<file path="src/rtl/tamagotchi_pkg.sv">
// -----------------------------------------------------------------------------
// tamagotchi_pkg
// Shared definitions for the tamagotchi input stage:
//   - button index map into the btn_* vectors
//   - default number of buttons
//   - per-button press state machine encoding
// -----------------------------------------------------------------------------
package tamagotchi_pkg;

  // Button positions inside every N_BTN-wide vector.
  localparam int BTN_SALUD = 0;
  localparam int BTN_ALI   = 1;
  localparam int BTN_RESET = 2;
  localparam int BTN_TEST  = 3;

  localparam int N_BTN_DEFAULT = 4;

  // Per-button press tracking:
  //   ST_IDLE    : debounced level is "not pressed"
  //   ST_PRESSED : pressed, hold counter running
  //   ST_HELD    : long-press reported, waiting for release
  typedef enum logic [1:0] {
    ST_IDLE    = 2'd0,
    ST_PRESSED = 2'd1,
    ST_HELD    = 2'd2
  } btn_state_t;

endpackage

</file>
<file path="src/rtl/tamagotchi_button_conditioner_if.sv">
// -----------------------------------------------------------------------------
// tamagotchi_button_conditioner_if
// Bundle between the raw pushbutton pads / game FSM and the button conditioner.
//   btn_raw     : raw pad inputs (asynchronous to clk)
//   evt_ack     : per-button acknowledge, clears both sticky flags
//   btn_level   : debounced pressed state, 1 = pressed
//   btn_press   : 1-cycle pulse on debounced press
//   btn_release : 1-cycle pulse on debounced release
//   btn_long    : 1-cycle pulse when a hold reaches the long-press time
//   btn_held    : high from the long pulse until the debounced release
//   evt_press   : sticky press flag
//   evt_long    : sticky long-press flag
// Modports:
//   master : side that supplies pads/acks and consumes events (FSM, bench)
//   slave  : the conditioner itself
// -----------------------------------------------------------------------------
interface tamagotchi_button_conditioner_if
  import tamagotchi_pkg::*;
#(
  parameter int N_BTN = N_BTN_DEFAULT
);

  logic [N_BTN-1:0] btn_raw;
  logic [N_BTN-1:0] evt_ack;
  logic [N_BTN-1:0] btn_level;
  logic [N_BTN-1:0] btn_press;
  logic [N_BTN-1:0] btn_release;
  logic [N_BTN-1:0] btn_long;
  logic [N_BTN-1:0] btn_held;
  logic [N_BTN-1:0] evt_press;
  logic [N_BTN-1:0] evt_long;

  modport master (
    output btn_raw,
    output evt_ack,
    input  btn_level,
    input  btn_press,
    input  btn_release,
    input  btn_long,
    input  btn_held,
    input  evt_press,
    input  evt_long
  );

  modport slave (
    input  btn_raw,
    input  evt_ack,
    output btn_level,
    output btn_press,
    output btn_release,
    output btn_long,
    output btn_held,
    output evt_press,
    output evt_long
  );

endinterface

</file>
<file path="src/rtl/tamagotchi_button_conditioner_cell.sv">
// -----------------------------------------------------------------------------
// button_debounce_cell
// Conditioning for a single pushbutton:
//   polarity normalisation -> 2-flop synchronizer -> debounce counter ->
//   IDLE/PRESSED/HELD state machine -> sticky event flags.
// Ports:
//   clk, rst      : clock, asynchronous active-high reset
//   btn_raw_i     : raw pad level (asynchronous)
//   evt_ack_i     : clears both sticky flags (a simultaneous set wins)
//   btn_level_o   : debounced pressed state
//   btn_press_o   : pulse on debounced press
//   btn_release_o : pulse on debounced release
//   btn_long_o    : pulse when the hold reaches LONG_PRESS_CYCLES
//   btn_held_o    : high while in HELD
//   evt_press_o   : sticky press flag
//   evt_long_o    : sticky long-press flag
// -----------------------------------------------------------------------------
module button_debounce_cell
  import tamagotchi_pkg::*;
#(
  parameter int DEBOUNCE_CYCLES   = 1_000_000,
  parameter int LONG_PRESS_CYCLES = 250_000_000,
  parameter int ACTIVE_LOW        = 1
) (
  input  logic clk,
  input  logic rst,
  input  logic btn_raw_i,
  input  logic evt_ack_i,
  output logic btn_level_o,
  output logic btn_press_o,
  output logic btn_release_o,
  output logic btn_long_o,
  output logic btn_held_o,
  output logic evt_press_o,
  output logic evt_long_o
);

  localparam int DCNT_W = (DEBOUNCE_CYCLES > 1) ? $clog2(DEBOUNCE_CYCLES) : 1;
  localparam int HCNT_W = (LONG_PRESS_CYCLES > 1) ? $clog2(LONG_PRESS_CYCLES) : 1;

  localparam logic [DCNT_W-1:0] DCNT_LAST = DCNT_W'(DEBOUNCE_CYCLES - 1);
  localparam logic [HCNT_W-1:0] HCNT_LAST = HCNT_W'(LONG_PRESS_CYCLES - 1);

  logic              pressed_raw;
  logic              sync1_q, sync2_q;
  logic              level_q, level_d;
  logic [DCNT_W-1:0] dcnt_q, dcnt_d;
  logic [HCNT_W-1:0] hcnt_q, hcnt_d;
  btn_state_t        state_q, state_d;
  logic              press_q, press_d;
  logic              release_q, release_d;
  logic              long_q, long_d;
  logic              evtp_q, evtp_d;
  logic              evtl_q, evtl_d;

  logic              differ;
  logic              toggle;
  logic              rise;
  logic              fall;

  // Normalise to 1 = pressed before synchronising, so the synchronizer's
  // reset value of 0 always means "not pressed".
  assign pressed_raw = (ACTIVE_LOW != 0) ? ~btn_raw_i : btn_raw_i;

  // Synchronizer: two flops, first one may go metastable.
  always_ff @(posedge clk or posedge rst) begin
    if (rst) begin
      sync1_q <= 1'b0;
      sync2_q <= 1'b0;
    end else begin
      sync1_q <= pressed_raw;
      sync2_q <= sync1_q;
    end
  end

  always_comb begin
    // Debounce: count consecutive cycles of disagreement with the accepted
    // level; any agreeing cycle restarts the count. The level flips when the
    // disagreement has lasted DEBOUNCE_CYCLES cycles.
    differ  = sync2_q ^ level_q;
    toggle  = differ && (dcnt_q == DCNT_LAST);
    dcnt_d  = '0;
    if (differ && !toggle) begin
      dcnt_d = dcnt_q + DCNT_W'(1);
    end
    level_d = level_q ^ toggle;
    rise    = toggle && !level_q;
    fall    = toggle && level_q;

    // Press tracking. A release always takes priority over reaching the
    // long-press count, so a release on that very cycle yields no long event.
    state_d = state_q;
    hcnt_d  = hcnt_q;
    long_d  = 1'b0;
    case (state_q)
      ST_IDLE: begin
        if (rise) begin
          state_d = ST_PRESSED;
          hcnt_d  = HCNT_W'(1);
        end
      end
      ST_PRESSED: begin
        if (fall) begin
          state_d = ST_IDLE;
        end else if (hcnt_q == HCNT_LAST) begin
          state_d = ST_HELD;
          long_d  = 1'b1;
        end else begin
          hcnt_d = hcnt_q + HCNT_W'(1);
        end
      end
      ST_HELD: begin
        // hcnt stays frozen so no repeat long event can fire.
        if (fall) begin
          state_d = ST_IDLE;
        end
      end
      default: begin
        state_d = ST_IDLE;
      end
    endcase

    press_d   = rise;
    release_d = fall;

    // Sticky flags follow the registered pulses; a set beats a same-cycle ack.
    evtp_d = press_q | (evtp_q & ~evt_ack_i);
    evtl_d = long_q  | (evtl_q & ~evt_ack_i);
  end

  always_ff @(posedge clk or posedge rst) begin
    if (rst) begin
      level_q   <= 1'b0;
      dcnt_q    <= '0;
      hcnt_q    <= '0;
      state_q   <= ST_IDLE;
      press_q   <= 1'b0;
      release_q <= 1'b0;
      long_q    <= 1'b0;
      evtp_q    <= 1'b0;
      evtl_q    <= 1'b0;
    end else begin
      level_q   <= level_d;
      dcnt_q    <= dcnt_d;
      hcnt_q    <= hcnt_d;
      state_q   <= state_d;
      press_q   <= press_d;
      release_q <= release_d;
      long_q    <= long_d;
      evtp_q    <= evtp_d;
      evtl_q    <= evtl_d;
    end
  end

  assign btn_level_o   = level_q;
  assign btn_press_o   = press_q;
  assign btn_release_o = release_q;
  assign btn_long_o    = long_q;
  // HELD is entered on the long pulse edge and left on the release edge,
  // which is exactly the btn_held window.
  assign btn_held_o    = (state_q == ST_HELD);
  assign evt_press_o   = evtp_q;
  assign evt_long_o    = evtl_q;

endmodule

</file>
<file path="src/rtl/tamagotchi_button_conditioner.sv">
// -----------------------------------------------------------------------------
// tamagotchi_button_conditioner
// Input stage for the tamagotchi FSM: synchronizes and debounces every board
// pushbutton, reports clean levels, press/release/long-press pulses and
// sticky press/long flags the FSM clears with an acknowledge.
// Parameters:
//   N_BTN             : number of buttons (index map in tamagotchi_pkg)
//   DEBOUNCE_CYCLES   : stable cycles to accept a change (>= 2)
//   LONG_PRESS_CYCLES : cycles of press before a long event (> DEBOUNCE_CYCLES)
//   ACTIVE_LOW        : 1 = raw 0 means pressed
// Ports:
//   clk  : system clock
//   rst  : asynchronous active-high reset
//   bus  : slave side of tamagotchi_button_conditioner_if (pads, acks, events)
// -----------------------------------------------------------------------------
module tamagotchi_button_conditioner
  import tamagotchi_pkg::*;
#(
  parameter int N_BTN             = N_BTN_DEFAULT,
  parameter int DEBOUNCE_CYCLES   = 1_000_000,
  parameter int LONG_PRESS_CYCLES = 250_000_000,
  parameter int ACTIVE_LOW        = 1
) (
  input  logic                           clk,
  input  logic                           rst,
  tamagotchi_button_conditioner_if.slave bus
);

  logic [N_BTN-1:0] level_w;
  logic [N_BTN-1:0] press_w;
  logic [N_BTN-1:0] release_w;
  logic [N_BTN-1:0] long_w;
  logic [N_BTN-1:0] held_w;
  logic [N_BTN-1:0] evtp_w;
  logic [N_BTN-1:0] evtl_w;

  // One fully independent cell per button.
  for (genvar i = 0; i < N_BTN; i++) begin : g_btn
    button_debounce_cell #(
      .DEBOUNCE_CYCLES   (DEBOUNCE_CYCLES),
      .LONG_PRESS_CYCLES (LONG_PRESS_CYCLES),
      .ACTIVE_LOW        (ACTIVE_LOW)
    ) u_cell (
      .clk           (clk),
      .rst           (rst),
      .btn_raw_i     (bus.btn_raw[i]),
      .evt_ack_i     (bus.evt_ack[i]),
      .btn_level_o   (level_w[i]),
      .btn_press_o   (press_w[i]),
      .btn_release_o (release_w[i]),
      .btn_long_o    (long_w[i]),
      .btn_held_o    (held_w[i]),
      .evt_press_o   (evtp_w[i]),
      .evt_long_o    (evtl_w[i])
    );
  end

  assign bus.btn_level   = level_w;
  assign bus.btn_press   = press_w;
  assign bus.btn_release = release_w;
  assign bus.btn_long    = long_w;
  assign bus.btn_held    = held_w;
  assign bus.evt_press   = evtp_w;
  assign bus.evt_long    = evtl_w;

endmodule
</file>
<file path="src/flat_wrapper.sv">
// flat-port wrapper written by rule: the top's interface ports become plain ports
module tamagotchi_button_conditioner_flat import tamagotchi_pkg::*;
#(
  parameter int N_BTN             = N_BTN_DEFAULT,
  parameter int DEBOUNCE_CYCLES   = 1_000_000,
  parameter int LONG_PRESS_CYCLES = 250_000_000,
  parameter int ACTIVE_LOW        = 1
)
  (clk, rst, bus_btn_raw, bus_evt_ack, bus_btn_level, bus_btn_press, bus_btn_release, bus_btn_long, bus_btn_held, bus_evt_press, bus_evt_long);
  tamagotchi_button_conditioner_if #(.N_BTN(N_BTN)) bus_i ();
  input  logic clk;
  input  logic rst;
  input wire logic [$bits(bus_i.btn_raw)-1:0] bus_btn_raw;
  input wire logic [$bits(bus_i.evt_ack)-1:0] bus_evt_ack;
  output wire logic [$bits(bus_i.btn_level)-1:0] bus_btn_level;
  output wire logic [$bits(bus_i.btn_press)-1:0] bus_btn_press;
  output wire logic [$bits(bus_i.btn_release)-1:0] bus_btn_release;
  output wire logic [$bits(bus_i.btn_long)-1:0] bus_btn_long;
  output wire logic [$bits(bus_i.btn_held)-1:0] bus_btn_held;
  output wire logic [$bits(bus_i.evt_press)-1:0] bus_evt_press;
  output wire logic [$bits(bus_i.evt_long)-1:0] bus_evt_long;
  assign bus_i.btn_raw = bus_btn_raw;
  assign bus_i.evt_ack = bus_evt_ack;
  assign bus_btn_level = bus_i.btn_level;
  assign bus_btn_press = bus_i.btn_press;
  assign bus_btn_release = bus_i.btn_release;
  assign bus_btn_long = bus_i.btn_long;
  assign bus_btn_held = bus_i.btn_held;
  assign bus_evt_press = bus_i.evt_press;
  assign bus_evt_long = bus_i.evt_long;
  tamagotchi_button_conditioner #(.N_BTN(N_BTN), .DEBOUNCE_CYCLES(DEBOUNCE_CYCLES), .LONG_PRESS_CYCLES(LONG_PRESS_CYCLES), .ACTIVE_LOW(ACTIVE_LOW)) u_core (.clk(clk), .rst(rst), .bus(bus_i));
endmodule
</file>
<file path="config.mk">
export PLATFORM = sky130hd
export DESIGN_NAME = tamagotchi_button_conditioner_flat
export DESIGN_NICKNAME = d
export VERILOG_FILES = /design/src/rtl/tamagotchi_pkg.sv /design/src/rtl/tamagotchi_button_conditioner_if.sv /design/src/rtl/tamagotchi_button_conditioner_cell.sv /design/src/rtl/tamagotchi_button_conditioner.sv /design/src/flat_wrapper.sv
export SDC_FILE = /design/constraint.sdc
export NUM_CORES = 1
export LEC_CHECK = 0
export ABC_AREA = 1
export BUFFER_PORTS_ARGS = -buffer_cell sky130_fd_sc_hd__buf_2
export CORE_MARGIN = 4
export CORE_UTILIZATION = 50
export CTS_CLUSTER_SIZE = 12
export DETAILED_ROUTE_END_ITERATION = 6
export GPL_ROUTABILITY_DRIVEN = 0
export PLACE_DENSITY = 0.66
export SYNTH_ARGS = -nofsm -noshare
export SYNTH_HDL_FRONTEND = slang
export SYNTH_HIERARCHICAL = 1
export SYNTH_SLANG_ARGS = --single-unit
</file>
<file path="constraint.sdc">
create_clock -name clk -period 2.45 [get_ports clk]
set_input_delay 0.735 -clock clk [delete_from_list [all_inputs] [get_ports clk]]
set_output_delay 0.735 -clock clk [all_outputs]
set_load 0.02 [all_outputs]
</file>
==> results.sh <==
export IMPL_outcome="finished clean"
export IMPL_period_share_pct=89.9
export IMPL_wirelength_um=33900
export IMPL_drc=0
export IMPL_h_tree_depth=1
export IMPL_layout_commonest_cell="nand2_1"
export IMPL_antenna_found_initial=0
export IMPL_die_w_um=179
export IMPL_clk_latency_ps=530
export IMPL_core_area_mm2=0.0288
export IMPL_dp_cells=2616
export IMPL_vias=13499
export IMPL_ir_drop_mv=0.473
export IMPL_placementRows=62
export IMPL_stdcell_count=2662
export IMPL_worst_pin_slew_ps=552
export IMPL_end_kind="flip-flop"
export IMPL_setup_violations_final=0
export IMPL_cts_resized=0
export IMPL_finClkSkew_ps=8.07
export IMPL_cp_max_fo=14
export IMPL_synth_seq_cells=232
export IMPL_max_cap_viol_count=0
export IMPL_synth_cells=2216
export IMPL_initial_core_util_pct=50.9
export IMPL_ctsLongestPathBuffers=3
export IMPL_holdWs_ps=337
export IMPL_worstSetupPathType="reg -> reg"
export IMPL_slew_violations=0
export IMPL_min_path_type="in -> async"
export IMPL_worst_setup_path_start_kind="flip-flop"
export IMPL_yosysUniqueCellTypes=30
export IMPL_r2r_setup_slack_ps=250
export IMPL_ant_nets=0
export IMPL_drtIter0Drc=1059
export IMPL_cts_sinks=232
export IMPL_multi_input_area_mm2=0.00760
export IMPL_die_h_um=179
export IMPL_power_mw=8.30
export IMPL_reg2reg_depth=8
export IMPL_ioPinCount=38
export IMPL_synth_avg_cell_area_um2=6.61
export IMPL_r2r_start="u_core/g_btn[1].u_cell/dcnt_q[0]$_DFF_PP0_"
export IMPL_cts_tree="built"
export IMPL_dr_pass1_iters=5
export IMPL_postSynth_asyncResetShare_pct=100
export IMPL_portBuffers=37
export IMPL_yosysWarnings=6
export IMPL_diodes=0
export IMPL_grt_pass1_vias=12671
export IMPL_rsz0062_at_grt="false"
export IMPL_cts_root_buffer="clkbuf_16"
export IMPL_place_hpwl_um=24600
export IMPL_ctsHoldBuffers=0
export IMPL_dieArea_mm2=0.0321
export IMPL_timing_rr_end="u_core/g_btn[1].u_cell/dcnt_q[12]$_DFF_PP0_"
export IMPL_grt_pass1_wl_um=59100
export IMPL_regArea_mm2=0.00581
export IMPL_relSlewSlack_pct=63.1
export IMPL_critPathLaunch="u_core/g_btn[1].u_cell/dcnt_q[0]$_DFF_PP0_"
export IMPL_fmax_ghz=0.454
export IMPL_syn2layout_area_growth_pct=10.1
export IMPL_via_per_inst=5.07
export IMPL_clk_pin_slew_worst_paths_ps=60
export IMPL_cts_setup_buffers=0
export IMPL_tns_ps=0
export IMPL_crit_end="u_core/g_btn[1].u_cell/dcnt_q[12]$_DFF_PP0_"
export IMPL_synth_edf_count=0
export IMPL_fillers=2799
export IMPL_p_leak_nw=7.11
export IMPL_gr_total_overflow=0
export IMPL_wl_per_cell_um=12.7
export IMPL_hold_violations=0
export IMPL_synth_seq_area_share_pct=39.6
export IMPL_utilization_pct=56.1
export IMPL_drive_above_1_share_pct=6.54
export IMPL_cp_data_required_time_ps=2880
export IMPL_synthFlopType="dfrtp_1"
export IMPL_syn_cell_area_mm2=0.0147
export IMPL_grt_total_usage_pct=21.6
export IMPL_min_period_ps=2200
export IMPL_layout_common_cells="738 x nand2_1, 500 x nor2_1, 232 x dfrtp_1"
export IMPL_fin_nets=2279
export IMPL_worst_ep_arrival_time_ps=2640
export IMPL_cellPowerDensity_mw_per_mm2=514
export IMPL_cts_buffers=27
export IMPL_syn_nets=2234
export IMPL_grt_max_degree=59
## area by class of cell
| cell class | instances | area share (%) |
|---|---|---|
| Tap cell | 384 | 2.98 |
| Sequential cell | 232 | 36.0 |
| Clock buffer | 35 | 4.74 |
| Multi-Input combinational cell | 1699 | 47.1 |
| Timing Repair Buffer | 58 | 2.43 |
| Clock inverter | 11 | 1.15 |
| Inverter | 243 | 5.65 |
## state kept, by name (all words and copies together), names as in the netlist, named ones only
| signal | count |
|---|---|
| u_core/g_btn.u_cell/hcnt_q | 112 |
| u_core/g_btn.u_cell/sync2_q | 4 |
| u_core/g_btn.u_cell/evt_press_o | 4 |
| u_core/g_btn.u_cell/state_q | 8 |
| u_core/g_btn.u_cell/sync1_q | 4 |
| u_core/g_btn.u_cell/dcnt_q | 80 |
| u_core/g_btn.u_cell/btn_long_o | 4 |
| u_core/g_btn.u_cell/btn_release_o | 4 |
| u_core/g_btn.u_cell/evt_long_o | 4 |
| u_core/g_btn.u_cell/btn_press_o | 4 |
## routing by layer
layer  track usage, %  vias up  share of wire [%]
met5                0        -                  0
met4             5.84        0                2.4
met3             2.61       61                4.1
met2             36.3      299                 46
met1             29.6     6207                 47
li1                 -     6932                  -
## Yosys cell counts, types with 10 or more instances
| cell type | n | area share [%] |
|---|---|---|
| nand2_1 | 738 | 19 |
| nor2_1 | 500 | 13 |
| dfrtp_1 | 232 | 40 |
| inv_1 | 230 | 5.9 |
| nand3_1 | 202 | 6.9 |
| xor2_1 | 65 | 3.9 |
| nor3_1 | 39 | 1.3 |
| o21ai_0 | 27 | 0.92 |
| nand4_1 | 25 | 1.1 |
| a21oi_1 | 24 | 0.82 |
| buf_6 | 21 | 1.6 |
| buf_2 | 10 | 0.34 |
| nand3_2 | 10 | 0.68 |
## kinds of logic (layout without fill, tap and decap cells)
| logic type | after synthesis | after routing | synth area share (%) |
|---|---|---|---|
| AO/OA/AOI/OAI | 61 | 61 | 2.25 |
| XOR/XNOR | 74 | 74 | 4.42 |
| adder cells (fa/ha/maj) | 8 | 8 | 0.683 |
| buffers and inverters | 285 | 347 | 8.54 |
| AND/OR/NAND/NOR | 1556 | 1556 | 44.5 |
| flip-flops | 232 | 232 | 39.6 |
## worst max-delay path, stage by stage (launching register included)
cell     delay [ps]
dfrtp_1         390
ha_1            240
nand3_2         150
inv_1            60
nand3_1         180
nor2_8           60
nor2_1          380
inv_1           360
nor3b_1         280
## power breakdown
part | switching (mW) | internal [mW]
combinational | 0.125 | 0.0404
sequential | 0.0154 | 3.86
clock | 1.56 | 2.70
## worst min path at each step
stage	to	slack, ps	cells past startpoint
2_1_floorplan	u_core/g_btn[0].u_cell/sync2_q$_DFF_PP0_	330	0
3_3_place_gp	u_core/g_btn[0].u_cell/sync2_q$_DFF_PP0_	330	0
3_5_place_dp	u_core/g_btn[0].u_cell/sync2_q$_DFF_PP0_	340	0
4_1_cts	u_core/g_btn[0].u_cell/sync1_q$_DFF_PP0_	310	2
5_1_grt	u_core/g_btn[3].u_cell/sync1_q$_DFF_PP0_	320	2
6_report	u_core/g_btn[0].u_cell/hcnt_q[15]$_DFFE_PP0P_	340	2
## stage by stage
| step | instance area, µm² | setup slack, ps |
|---|---|---|
| finish | 16100 | 247 |
| global route | 16100 | 11.7 |
| CTS | 16100 | 212 |
| floorplan | 14700 | 287 |
| global placement | 15200 | 249 |
| detailed placement | 15200 | 213 |
(Power assumes the default switching activity.)
